`src/rtl/gpio_ser_tx.sv`:
```
// Front-panel GPIO serial transmitter: shifts a parallel word MSB-first onto SCLK/SDAT/SFRM pins,
// with the remaining GPIO bits passed through from gpio_out under OUT_MASK.
//
// state      | meaning
// S_IDLE     | ready for a word, serial pins low
// S_SETUP    | SFRM high, first bit presented, SCLK low
// S_SHIFT_HI | SCLK high, SDAT stable
// S_SHIFT_LO | SCLK low, next bit presented
// S_HOLD     | SCLK low, SFRM and last bit held before frame end
module gpio_ser_tx #(
    parameter int GPIO_REG_WIDTH = 12,
    parameter int DATA_WIDTH     = 16,
    parameter int CLK_DIV_FAC    = 10,
    parameter int SCLK_BIT       = 0,
    parameter int SDAT_BIT       = 2,
    parameter int SFRM_BIT       = 4,
    parameter logic [GPIO_REG_WIDTH-1:0] OUT_MASK = 12'hD55,
    parameter logic [GPIO_REG_WIDTH-1:0] IO_DDR   = 12'hD55
) (
    input  logic                      clk,
    input  logic                      reset,
    input  logic [DATA_WIDTH-1:0]     s_tdata,
    input  logic                      s_tvalid,
    output logic                      s_tready,
    input  logic [GPIO_REG_WIDTH-1:0] gpio_out,
    output logic [GPIO_REG_WIDTH-1:0] fp_gpio_out,
    output logic [GPIO_REG_WIDTH-1:0] fp_gpio_ddr,
    output logic                      busy
);

    localparam int HP_W = $clog2(CLK_DIV_FAC + 1);
    localparam int BC_W = $clog2(DATA_WIDTH + 1);
    localparam logic [HP_W-1:0] HP_LOAD = HP_W'(CLK_DIV_FAC - 1);
    localparam logic [BC_W-1:0] BC_LOAD = BC_W'(DATA_WIDTH);
    localparam logic [GPIO_REG_WIDTH-1:0] SER_MASK =
        (GPIO_REG_WIDTH'(1) << SCLK_BIT) |
        (GPIO_REG_WIDTH'(1) << SDAT_BIT) |
        (GPIO_REG_WIDTH'(1) << SFRM_BIT);

    if (SCLK_BIT == SDAT_BIT || SCLK_BIT == SFRM_BIT || SDAT_BIT == SFRM_BIT) begin : g_idx_dup
        $error("gpio_ser_tx: serial pin indices must be distinct");
    end
    if (SCLK_BIT >= GPIO_REG_WIDTH || SDAT_BIT >= GPIO_REG_WIDTH ||
        SFRM_BIT >= GPIO_REG_WIDTH || SCLK_BIT < 0 || SDAT_BIT < 0 || SFRM_BIT < 0) begin : g_idx_range
        $error("gpio_ser_tx: serial pin index outside the GPIO bank");
    end
    if (DATA_WIDTH < 1 || CLK_DIV_FAC < 1) begin : g_param_range
        $error("gpio_ser_tx: DATA_WIDTH and CLK_DIV_FAC must be at least 1");
    end

    typedef enum logic [2:0] {
        S_IDLE,
        S_SETUP,
        S_SHIFT_HI,
        S_SHIFT_LO,
        S_HOLD
    } state_t;

    state_t                    r_state;
    state_t                    w_state_nxt;
    logic [HP_W-1:0]           r_hp_cnt;
    logic [BC_W-1:0]           r_bit_cnt;
    logic [DATA_WIDTH-1:0]     r_shift;
    logic                      r_ready;
    logic                      r_busy;
    logic [GPIO_REG_WIDTH-1:0] r_pins;
    logic [GPIO_REG_WIDTH-1:0] r_ddr;

    logic                      w_hp_tc;
    logic                      w_last_bit;
    logic                      w_hp_load;
    logic                      w_capture;
    logic                      w_shift;
    logic                      w_bit_dec;
    logic                      w_sclk;
    logic                      w_sdat;
    logic                      w_sfrm;
    logic [GPIO_REG_WIDTH-1:0] w_pins;

    assign w_hp_tc    = (r_hp_cnt == '0);
    assign w_last_bit = (r_bit_cnt == BC_W'(1));

    always_ff @(posedge clk or negedge reset) begin
        if (!reset) begin
            r_state <= S_IDLE;
        end else begin
            r_state <= w_state_nxt;
        end
    end

    always_comb begin
        w_state_nxt = r_state;
        w_hp_load   = 1'b0;
        w_capture   = 1'b0;
        w_shift     = 1'b0;
        w_bit_dec   = 1'b0;
        w_sclk      = 1'b0;
        w_sdat      = 1'b0;
        w_sfrm      = 1'b0;
        case (r_state)
            S_IDLE: begin
                if (s_tvalid && r_ready) begin
                    w_capture   = 1'b1;
                    w_hp_load   = 1'b1;
                    w_state_nxt = S_SETUP;
                end
            end
            S_SETUP: begin
                w_sfrm = 1'b1;
                w_sdat = r_shift[DATA_WIDTH-1];
                if (w_hp_tc) begin
                    w_hp_load   = 1'b1;
                    w_state_nxt = S_SHIFT_HI;
                end
            end
            S_SHIFT_HI: begin
                w_sfrm = 1'b1;
                w_sclk = 1'b1;
                w_sdat = r_shift[DATA_WIDTH-1];
                if (w_hp_tc) begin
                    w_hp_load = 1'b1;
                    w_bit_dec = 1'b1;
                    if (w_last_bit) begin
                        w_state_nxt = S_HOLD;
                    end else begin
                        // advance the data as SCLK falls so SDAT only moves while SCLK is low
                        w_shift     = 1'b1;
                        w_state_nxt = S_SHIFT_LO;
                    end
                end
            end
            S_SHIFT_LO: begin
                w_sfrm = 1'b1;
                w_sdat = r_shift[DATA_WIDTH-1];
                if (w_hp_tc) begin
                    w_hp_load   = 1'b1;
                    w_state_nxt = S_SHIFT_HI;
                end
            end
            S_HOLD: begin
                w_sfrm = 1'b1;
                w_sdat = r_shift[DATA_WIDTH-1];
                if (w_hp_tc) begin
                    w_state_nxt = S_IDLE;
                end
            end
            default: begin
                w_state_nxt = S_IDLE;
            end
        endcase
    end

    always_ff @(posedge clk or negedge reset) begin
        if (!reset) begin
            r_hp_cnt  <= '0;
            r_bit_cnt <= '0;
            r_shift   <= '0;
        end else begin
            if (w_hp_load) begin
                r_hp_cnt <= HP_LOAD;
            end else if (!w_hp_tc) begin
                r_hp_cnt <= r_hp_cnt - HP_W'(1);
            end
            if (w_capture) begin
                r_bit_cnt <= BC_LOAD;
            end else if (w_bit_dec) begin
                r_bit_cnt <= r_bit_cnt - BC_W'(1);
            end
            if (w_capture) begin
                r_shift <= s_tdata;
            end else if (w_shift) begin
                r_shift <= r_shift << 1;
            end
        end
    end

    always_comb begin
        w_pins           = gpio_out & OUT_MASK & ~SER_MASK;
        w_pins[SCLK_BIT] = w_sclk;
        w_pins[SDAT_BIT] = w_sdat;
        w_pins[SFRM_BIT] = w_sfrm;
    end

    always_ff @(posedge clk or negedge reset) begin
        if (!reset) begin
            r_pins  <= '0;
            r_ddr   <= '0;
            r_busy  <= 1'b0;
            r_ready <= 1'b0;
        end else begin
            r_pins  <= w_pins;
            r_ddr   <= IO_DDR | SER_MASK;
            r_busy  <= w_sfrm;
            r_ready <= (w_state_nxt == S_IDLE);
        end
    end

    assign fp_gpio_out = r_pins;
    assign fp_gpio_ddr = r_ddr;
    assign busy        = r_busy;
    assign s_tready    = r_ready;

endmodule

```
`config.mk`:
```
export PLATFORM = sky130hd
export DESIGN_NAME = gpio_ser_tx
export DESIGN_NICKNAME = d
export VERILOG_FILES = /design/src/rtl/gpio_ser_tx.sv
export SDC_FILE = /design/constraint.sdc
export NUM_CORES = 1
export LEC_CHECK = 0
export ABC_AREA = 1
export ABC_CLOCK_PERIOD_IN_PS = 2900
export CAP_MARGIN = 40
export CORE_MARGIN = 1
export CORE_UTILIZATION = 50
export DETAILED_ROUTE_END_ITERATION = 16
export GPL_ROUTABILITY_DRIVEN = 0
export GPL_TIMING_DRIVEN = 0
export PLACE_DENSITY = 0.84
export RECOVER_POWER = 25
export SLEW_MARGIN = 20
export SYNTH_ARGS = -nofsm -noshare
export SYNTH_HDL_FRONTEND = slang
export SYNTH_SLANG_ARGS = --single-unit
export TNS_END_PERCENT = 1
```
`constraint.sdc`:
```
create_clock -name clk -period 2.9 [get_ports clk]
set_clock_uncertainty 0.05 [all_clocks]
set_input_delay 0.58 -clock clk [delete_from_list [all_inputs] [get_ports clk]]
set_output_delay 0.58 -clock clk [all_outputs]
set_load 0.02 [all_outputs]
```
==> results of run 1 <==
[metal layers]
layer | share of wire (%) | routed length (um)
met3 | 4.3 | 155
met2 | 47 | 1680
met1 | 47 | 1690
met5 | 0 | 0
met4 | 1.6 | 57
[through the flow]
| stage | utilization, % | hold WS, ns |
|---|---|---|
| after CTS | 69.6 | 0.156 |
| after detailed placement | 66.0 | 0.437 |
| final | 68.9 | 0.277 |
| after global routing | 68.9 | 0.361 |
| after global placement | 65.4 | 0.432 |
| after floorplan | - | 0.234 |
[registers in the layout, summed over array words and instances, names as in the netlist]
register and flops:
fp_gpio_ddr 1, fp_gpio_out 7, r_bit_cnt 5, r_hp_cnt 4
r_shift 16, r_state 3, s_tready 1
[layout by cell type (no fill, tap or decap), drive strengths merged]
cell	Yosys	routed
o21ai	8	8
or2	1	1
nand4	2	2
ha	3	3
xor2	2	2
buf	21	21
nand2	99	99
clkbuf	2	9
dfrtp	37	37
conb	2	11
bufinv	0	2
nand3	27	27
inv	15	15
clkinv	0	1
a21oi	4	4
clkdlybuf4s50	0	37
nor2	11	11
o22ai	2	2
[how the worst max path moves through the flow]
stage,startpoint,to,slack [ns],depth (start not counted)
final,fp_gpio_ddr[0],fp_gpio_ddr[2],0.81,2
after CTS,fp_gpio_ddr[0],fp_gpio_ddr[2],0.80,2
after global routing,reset,fp_gpio_out[0],0.52,2
after detailed placement,s_tvalid,r_shift[8],0.89,8
after floorplan,r_bit_cnt[1],r_shift[10],1.46,10
after global placement,reset,fp_gpio_ddr[0],0.36,1
[layout make-up]
| class | instances | area [um^2] | area share [%] |
|---|---|---|---|
| flip-flops and latches | 37 | 926 | 36.2 |
| multi-input cells | 170 | 798 | 31.2 |
| repair buffers | 39 | 378 | 14.8 |
| plain buffers | 23 | 209 | 8.16 |
| clock buffers | 5 | 68.8 | 2.69 |
| clock inverters | 3 | 65.1 | 2.54 |
| well taps | 48 | 60.1 | 2.34 |
| inverters | 15 | 56.3 | 2.20 |
[cell usage after synthesis]
library cell,count
a21oi_1,4
buf_12,1
buf_4,17
buf_6,3
clkbuf_8,2
conb_1,2
dfrtp_1,37
ha_1,3
inv_1,13
inv_2,2
nand2_1,92
nand2_2,6
nand2_4,1
nand3_1,27
nand4_1,1
nand4_4,1
nor2_1,7
nor2_2,1
nor2_4,3
o21ai_0,8
o22ai_1,2
or2_2,1
xor2_1,2
[kinds of logic after synthesis]
kind of cell	share of synthesized area [%]
fa+ha+maj	1.92
other cells	0.384
xor+xnor	0.896
flops	47.3
simple gates	32.2
compound gates	3.71
buf+inv	13.6
[power breakdown]
part / switching, mW / internal, mW / leakage [nW]
registers: 0.00201 / 0.519 / 0.475
logic: 0.0407 / 0.0517 / 0.787
clock network: 0.178 / 0.341 / 0.0681
total: 0.221 / 0.913 / 1.33
==> impl_metrics.env, run 1 <==
export IMPL_placed_area_um2=2450
export IMPL_layout_setup_ws_ns=0.813
export IMPL_reg2reg_from="r_hp_cnt[0]"
export IMPL_syn_inst=236
export IMPL_tns_ns=0
export IMPL_status="finished clean"
export IMPL_start_util_pct=52.6
export IMPL_setup_viol=0
export IMPL_grt_util_met2_pct=31.3
export IMPL_ctsRootBufferMaster="clkbuf_8"
export IMPL_clock_sinks=37
export IMPL_cts_buffers=5
export IMPL_placeableCoreArea_um2=3720
export IMPL_viasPerCell=4.68
export IMPL_use_met3_pct=4.05
export IMPL_crit_chain="buf_4 > clkdlybuf4s50_1"
export IMPL_dieArea_um2=4170
export IMPL_final_cell_area_um2=2560
export IMPL_syn2layout_area_growth_pct=31.0
export IMPL_grt_max_degree=24
export IMPL_dp_hpwl_um=2560
export IMPL_vias=1590
export IMPL_fmax_mhz=479
export IMPL_antenna_found_initial=0
export IMPL_rsz0062_at_grt="false"
export IMPL_ys_ff_latch=37
export IMPL_fin_nets=325
export IMPL_use_met1_pct=24.7
export IMPL_slew_headroom_pct=20.2
export IMPL_maxCapViolations=0
export IMPL_cp_end_kind="output pin"
export IMPL_hold_viol_final=0
export IMPL_vdd_drop_max_mv=0.370
export IMPL_drt_iter0_drc=87
export IMPL_reg2reg_to="r_bit_cnt[2]"
export IMPL_grt_pass1_vias=1384
export IMPL_htree_levels=2
export IMPL_critPathSlowestCell="clkdlybuf4s50_1"
export IMPL_fillerInstances=305
export IMPL_crit_path_start_kind="register"
export IMPL_synth_cell_types=23
export IMPL_cts_setup_buffers=0
export IMPL_r2r_slack_ns=1.26
export IMPL_overflow=0
export IMPL_dieHeight_um=64.5
export IMPL_instances_no_fill=340
export IMPL_post_route_drc_count=0
export IMPL_clock_latency_ns=0.29
export IMPL_numPortBuffers=38
export IMPL_ctsResizeCount=0
export IMPL_syn_area_um2=1960
export IMPL_tightest_slew_ns=1.20
export IMPL_clock_path_buffers=2
export IMPL_yosys_top_cells_area="dfrtp_1 47%, nand2_1 18%, nand3_1 6.9%"
export IMPL_insertedDiodeCount=0
export IMPL_worstPathArrival_ns=1.46
export IMPL_clk_pin_slew_worst_paths_ns=0.07
export IMPL_grt_busiest_layer="met2"
export IMPL_post_route_period_util_pct=72.0
export IMPL_cpPeakStageDelay_ns=0.59
export IMPL_drive_gt1_share_pct=15.8
export IMPL_period_needed_ns=2.09
export IMPL_slew_viol_final=0
export IMPL_ios=57
export IMPL_finalPower_mw=1.13
export IMPL_crit_buf_inv=2
export IMPL_hold_buffers=0
export IMPL_ant_nets=0
export IMPL_crit_family="buffers and inverters"
export IMPL_path_class="register to output pin"
export IMPL_avgRoutedWirePerCell_um=10.6
export IMPL_grt_pass1_wl_um=6100
export IMPL_reg2regPathDepth=9
export IMPL_synth_largest_area_cell="dfrtp_1"
export IMPL_die_width_um=64.5
export IMPL_syn_avg_cell_area_um2=8.29
export IMPL_row_count=22
export IMPL_postRouteWirelength_um=3590
export IMPL_critPathMaxFanout=7
export IMPL_cts_tree="built"
export IMPL_leakagePower_nw=1.33
export IMPL_track_usage_pct=19.4
export IMPL_cp_data_required_time_ns=2.27
export IMPL_yosys_warnings=0
export IMPL_ys_seq_area_share_pct=47.3
export IMPL_drt_pass1_iter_count=4
export IMPL_p_per_area_nw_per_um2=443
export IMPL_synth_top_area_share_pct=47.3
export IMPL_place_inst=332
export IMPL_pre_cts_slack_ns=0.892
export IMPL_hp_class="primary input to async pin"
No activity file was read; power rests on OpenSTA's default activity.
==> inputs of run 2 (changes only) <==
- ABC_CLOCK_PERIOD_IN_PS: 2900 -> 1900
- CORE_UTILIZATION: 50 -> 43
- PLACE_DENSITY: 0.84 -> 0.77
- clock period: 2.9 -> 1.9 ns (I/O delays scaled with it)
==> run 2 against run 1 <==
Flip-flop and latch count unchanged. Wire length increased by 0.56%. Global-route usage shrank 2.2 points. Clock power rose by 3%. Via count increased by 1.3%.
==> impl_metrics.env, run 2 (same netlist as run 1, synthesis figures left out) <==
export IMPL_grt_pass1_vias=1496
export IMPL_slew_viol_final=0
export IMPL_status="finished clean"
export IMPL_place_inst=336
export IMPL_drive_gt1_share_pct=15.4
export IMPL_p_per_area_nw_per_um2=579
export IMPL_r2r_slack_ns=0.27
export IMPL_htree_levels=2
export IMPL_syn2layout_area_growth_pct=30.7
export IMPL_clock_latency_ns=0.28
export IMPL_maxCapViolations=0
export IMPL_cts_tree="built"
export IMPL_insertedDiodeCount=0
export IMPL_avgRoutedWirePerCell_um=10.5
export IMPL_dieHeight_um=69.4
export IMPL_reg2reg_from="r_hp_cnt[0]"
export IMPL_path_class="register to output pin"
export IMPL_min_from="r_hp_cnt[0]"
export IMPL_hold_slack_ns=0.449
export IMPL_clock_path_buffers=2
export IMPL_crit_path_start_kind="register"
export IMPL_cts_setup_buffers=0
export IMPL_top_layer_used="met4"
export IMPL_antenna_found_initial=0
export IMPL_rsz0062_at_grt="false"
export IMPL_viasPerCell=4.68
export IMPL_drt_pass1_iter_count=4
export IMPL_ff_latch_area_um2=927
export IMPL_cp_end_kind="output pin"
export IMPL_regMostFlops="r_shift"
export IMPL_grt_pass1_wl_um=6560
export IMPL_overflow=0
export IMPL_drt_iter0_drc=107
export IMPL_min_to="r_hp_cnt[0]"
export IMPL_final_cell_area_um2=2560
export IMPL_critPathMaxFanout=7
export IMPL_dp_hpwl_um=2670
export IMPL_period_needed_ns=1.82
export IMPL_die_width_um=69.4
export IMPL_fmax_mhz=549
export IMPL_worstPathArrival_ns=1.39
export IMPL_row_count=24
export IMPL_grt_max_degree=25
export IMPL_cts_buffers=5
export IMPL_track_usage_pct=17.2
export IMPL_fillerInstances=415
export IMPL_holdPathStages=1
export IMPL_leakagePower_nw=1.33
export IMPL_vias=1611
export IMPL_vdd_drop_max_mv=0.377
export IMPL_placeableCoreArea_um2=4350
export IMPL_finalPower_mw=1.48
export IMPL_hold_viol_final=0
export IMPL_setup_worst_path_start="fp_gpio_ddr[0]"
export IMPL_clk_pin_slew_worst_paths_ns=0.07
export IMPL_ctsRootBufferMaster="clkbuf_8"
export IMPL_multi_input_area_um2=798
export IMPL_dieArea_um2=4820
export IMPL_start_util_pct=44.9
export IMPL_reg2reg_to="r_bit_cnt[2]"
export IMPL_postRouteWirelength_um=3610
export IMPL_wl_met1_um=1710
export IMPL_placed_area_um2=2460
export IMPL_ant_nets=0
export IMPL_reg2regPathDepth=9
export IMPL_cp_data_required_time_ns=1.47
export IMPL_post_route_period_util_pct=95.9
export IMPL_hp_class="register to register"
export IMPL_met3_wirelength_um=174
export IMPL_largest_reg_flops=16
export IMPL_instances_no_fill=344
export IMPL_clock_sinks=37
export IMPL_post_route_drc_count=0
export IMPL_slew_headroom_pct=40.6
export IMPL_fin_nets=326
export IMPL_tightest_slew_ns=0.892
export IMPL_wl_met2_um=1650
export IMPL_ios=57
export IMPL_numPortBuffers=38
export IMPL_layout_common_cells="92 x nand2_1, 36 x dfrtp_1, 32 x clkdlybuf4s50_1"
export IMPL_final_common_cell="nand2_1"
export IMPL_setup_viol=0
run 2: per-layer routing:
metal  GRT usage [%]  vias up
li1                -      823
met1            22.3      739
met2            27.0       42
met3            4.65        7
met4            7.48        0
met5               0        -
run 2: timing repair:
action,CTS,global route
gates resized for setup,0,2
hold buffers,1,0
endpoints found under the hold margin,13,0
setup endpoints to repair,0,6
run 2: through the flow:
stage / TNS, ns / setup WS [ns] / util (%)
floorplan: 0 / 0.461 / -
global placement: -17.25 / -0.468 / 55.9
CTS: 0 / 0.00741 / 58.6
global route: 0 / 0.00771 / 58.7
detailed placement: 0 / 0.0938 / 56.4
finish: 0 / 0.0788 / 58.7
run 2: area by class of cell:
type	instances	area share, %
inverter	15	2.20
multi-input combinational	170	31.2
timing repair buffer	40	16.2
clock buffer	7	3.38
buffer	23	8.17
tap	52	2.55
sequential	37	36.3
run 2: power by group:
part,leakage (nW),switching [mW],internal [mW]
clock network,0.0443,0.250,0.287
logic,0.812,0.0637,0.0839
registers,0.474,0.00272,0.793
total,1.33,0.316,1.16
run 2: worst max path at each step:
stage	slack [ns]	endpoint
2_1_floorplan	0.46	r_shift[5]
3_3_place_gp	-0.47	fp_gpio_out[10]
3_5_place_dp	0.09	r_shift[14]
4_1_cts	0.007	fp_gpio_ddr[4]
5_1_grt	0.008	fp_gpio_ddr[4]
6_report	0.08	fp_gpio_ddr[4]
run 2: critical path, stage by stage (launching register included):
cell and delay [ns]:
dfrtp_2 0.41, buf_4 0.11, clkdlybuf4s50_1 0.58
==> inputs of run 3 (changes only) <==
- REMOVE_ABC_BUFFERS: default -> 1
==> run 3 against run 2 <==
Non-clock buffer count shrank 23. First-iteration DRC count grew 23%. Die area is the same. Highest routed layer unchanged. Setup slack lost 0.035 ns. Count of clock-buffer cells in the layout is the same. Sequential share of layout area grew 3.2 points. Final area shrank 8.2%. Flip-flop and latch count is the same. Worst hold slack lost 0.0049 ns. Via count shrank 3.6%. Fmax shrank 1.9%. Combinational power shrank 21%.
==> impl_metrics.env, run 3 (same netlist as run 1, synthesis figures left out) <==
export IMPL_cts_buffers=5
export IMPL_r2r_slack_ns=0.18
export IMPL_cts_setup_buffers=0
export IMPL_setup_viol=0
export IMPL_post_route_drc_count=0
export IMPL_antenna_found_initial=0
export IMPL_path_class="register to output pin"
export IMPL_critPathMaxFanout=4
export IMPL_reg2reg_to="r_bit_cnt[2]"
export IMPL_cp_endpoint="s_tready"
export IMPL_grt_pass1_wl_um=6180
export IMPL_setup_worst_path_start="s_tready"
export IMPL_numPortBuffers=38
export IMPL_row_count=24
export IMPL_crit_path_start_kind="register"
export IMPL_postRouteWirelength_um=3620
export IMPL_regMostFlops="r_shift"
export IMPL_critPathSlowestCell="clkdlybuf4s50_1"
export IMPL_sw_frac_of_total_pct=22.3
export IMPL_instances_no_fill=322
export IMPL_clock_path_buffers=2
export IMPL_post_route_period_util_pct=97.7
export IMPL_grt_pass1_vias=1454
export IMPL_hold_viol_final=0
export IMPL_overflow=0
export IMPL_slew_viol_final=0
export IMPL_largest_reg_flops=16
export IMPL_clk_pin_slew_worst_paths_ns=0.07
export IMPL_crit_chain="clkdlybuf4s50_1"
export IMPL_cpPeakStageDelay_ns=0.65
export IMPL_maxCapViolations=0
export IMPL_vias=1553
export IMPL_rsz0062_at_grt="false"
export IMPL_pwr_share_comb_pct=8.0
export IMPL_syn2layout_area_growth_pct=20.0
export IMPL_die_width_um=69.4
export IMPL_seqPwrFrac_pct=54.3
export IMPL_p_switching_mw=0.326
export IMPL_final_cell_area_um2=2350
export IMPL_leakagePower_nw=1.21
export IMPL_layout_setup_ws_ns=0.0438
export IMPL_clock_latency_ns=0.29
export IMPL_drt_pass1_iter_count=5
export IMPL_clkPwrFrac_pct=37.7
export IMPL_crit_buf_inv=1
export IMPL_fin_nets=304
export IMPL_worstPathArrival_ns=1.43
export IMPL_reg2regPathDepth=6
export IMPL_avgRoutedWirePerCell_um=11.2
export IMPL_crit_family="buffers and inverters"
export IMPL_dieArea_um2=4820
export IMPL_layout_common_cells="92 x nand2_1, 37 x dfrtp_1, 33 x clkdlybuf4s50_1"
export IMPL_status="finished clean"
export IMPL_hold_slack_ns=0.444
export IMPL_fillerInstances=412
export IMPL_cts_tree="built"
export IMPL_pre_cts_slack_ns=-0.220
export IMPL_period_needed_ns=1.86
export IMPL_clock_sinks=37
export IMPL_cp_data_required_time_ns=1.47
export IMPL_insertedDiodeCount=0
export IMPL_p_int_mw=1.14
export IMPL_grt_max_degree=38
export IMPL_finalPower_mw=1.46
export IMPL_place_inst=313
export IMPL_ios=57
export IMPL_htree_levels=2
export IMPL_vdd_drop_max_mv=0.424
export IMPL_tightest_slew_ns=0.637
export IMPL_dp_hpwl_um=2390
export IMPL_ctsRootBufferMaster="clkbuf_8"
export IMPL_cp_depth=1
export IMPL_dieHeight_um=69.4
export IMPL_tns_ns=0
export IMPL_drt_iter0_drc=132
export IMPL_final_common_cell="nand2_1"
export IMPL_track_usage_pct=16.1
export IMPL_cp_end_kind="output pin"
export IMPL_finish_utilization_pct=53.9
export IMPL_p_per_area_nw_per_um2=624
export IMPL_placed_area_um2=2240
export IMPL_reg2reg_from="r_state[0]"
export IMPL_drive_gt1_share_pct=8.52
export IMPL_fmax_mhz=539
export IMPL_placeableCoreArea_um2=4350
export IMPL_slew_headroom_pct=57.5
export IMPL_start_util_pct=44.9
export IMPL_hp_class="register to register"
export IMPL_viasPerCell=4.82
export IMPL_ant_nets=0
==> run 3: cell count changes in the layout (fill, tap and decap cells not counted), sizes merged <==
cell           before  now
buf                22    1
clkbuf             10    8
clkdlybuf4s50      32   33
dlymetal6s2s        1    0
nand4               2    3
==> run 3: repair_timing <==
item / in CTS / in global routing
hold buffers: 1 / 0
endpoints found under the setup margin: 0 / 19
gates resized for setup: 0 / 2
endpoints found under the hold margin: 8 / 0
==> run 3: tightest hold or removal path: stages, from the launching register on <==
cell	delay, ns
dfrtp_1	0.36
inv_1	0.06
a21oi_1	0.04
==> run 3: how the worst min path moves through the flow <==
stage / slack, ns / depth (start not counted) / from / to
global route: 0.47 / 2 / r_shift[15] / fp_gpio_out[2]
finish: 0.44 / 2 / r_shift[15] / fp_gpio_out[2]
global placement: 0.43 / 1 / r_hp_cnt[0] / r_hp_cnt[0]
floorplan: 0.03 / 0 / reset / fp_gpio_ddr[0]
CTS: 0.44 / 2 / reset / fp_gpio_out[4]
detailed placement: 0.21 / 1 / reset / fp_gpio_out[4]
==> run 3: routing by layer <==
metal	vias up	share of wire (%)	GRT usage [%]
met1	720	46	19.4
met3	6	5.5	5.23
li1	784	-	-
met5	-	0	0
met4	0	1.7	7.94
met2	43	47	25.9
==> run 3: cell type report <==
class                      count  area, um^2  area share (%)
sequential                    37         926            39.4
multi-input combinational    171         825            35.1
timing repair buffer          40         389            16.6
clock buffer                   7        86.3            3.68
tap                           52        65.1            2.77
inverter                      15        56.3            2.40
==> run 3: power by group through the flow <==
stage	registers (mW)	clock network, mW	logic [mW]
floorplan	0.827	0	0.0172
global placement	0.810	0	0.119
detailed placement	0.810	0	0.123
CTS	0.795	0.568	0.125
global route	0.796	0.593	0.128
finish	0.795	0.551	0.117
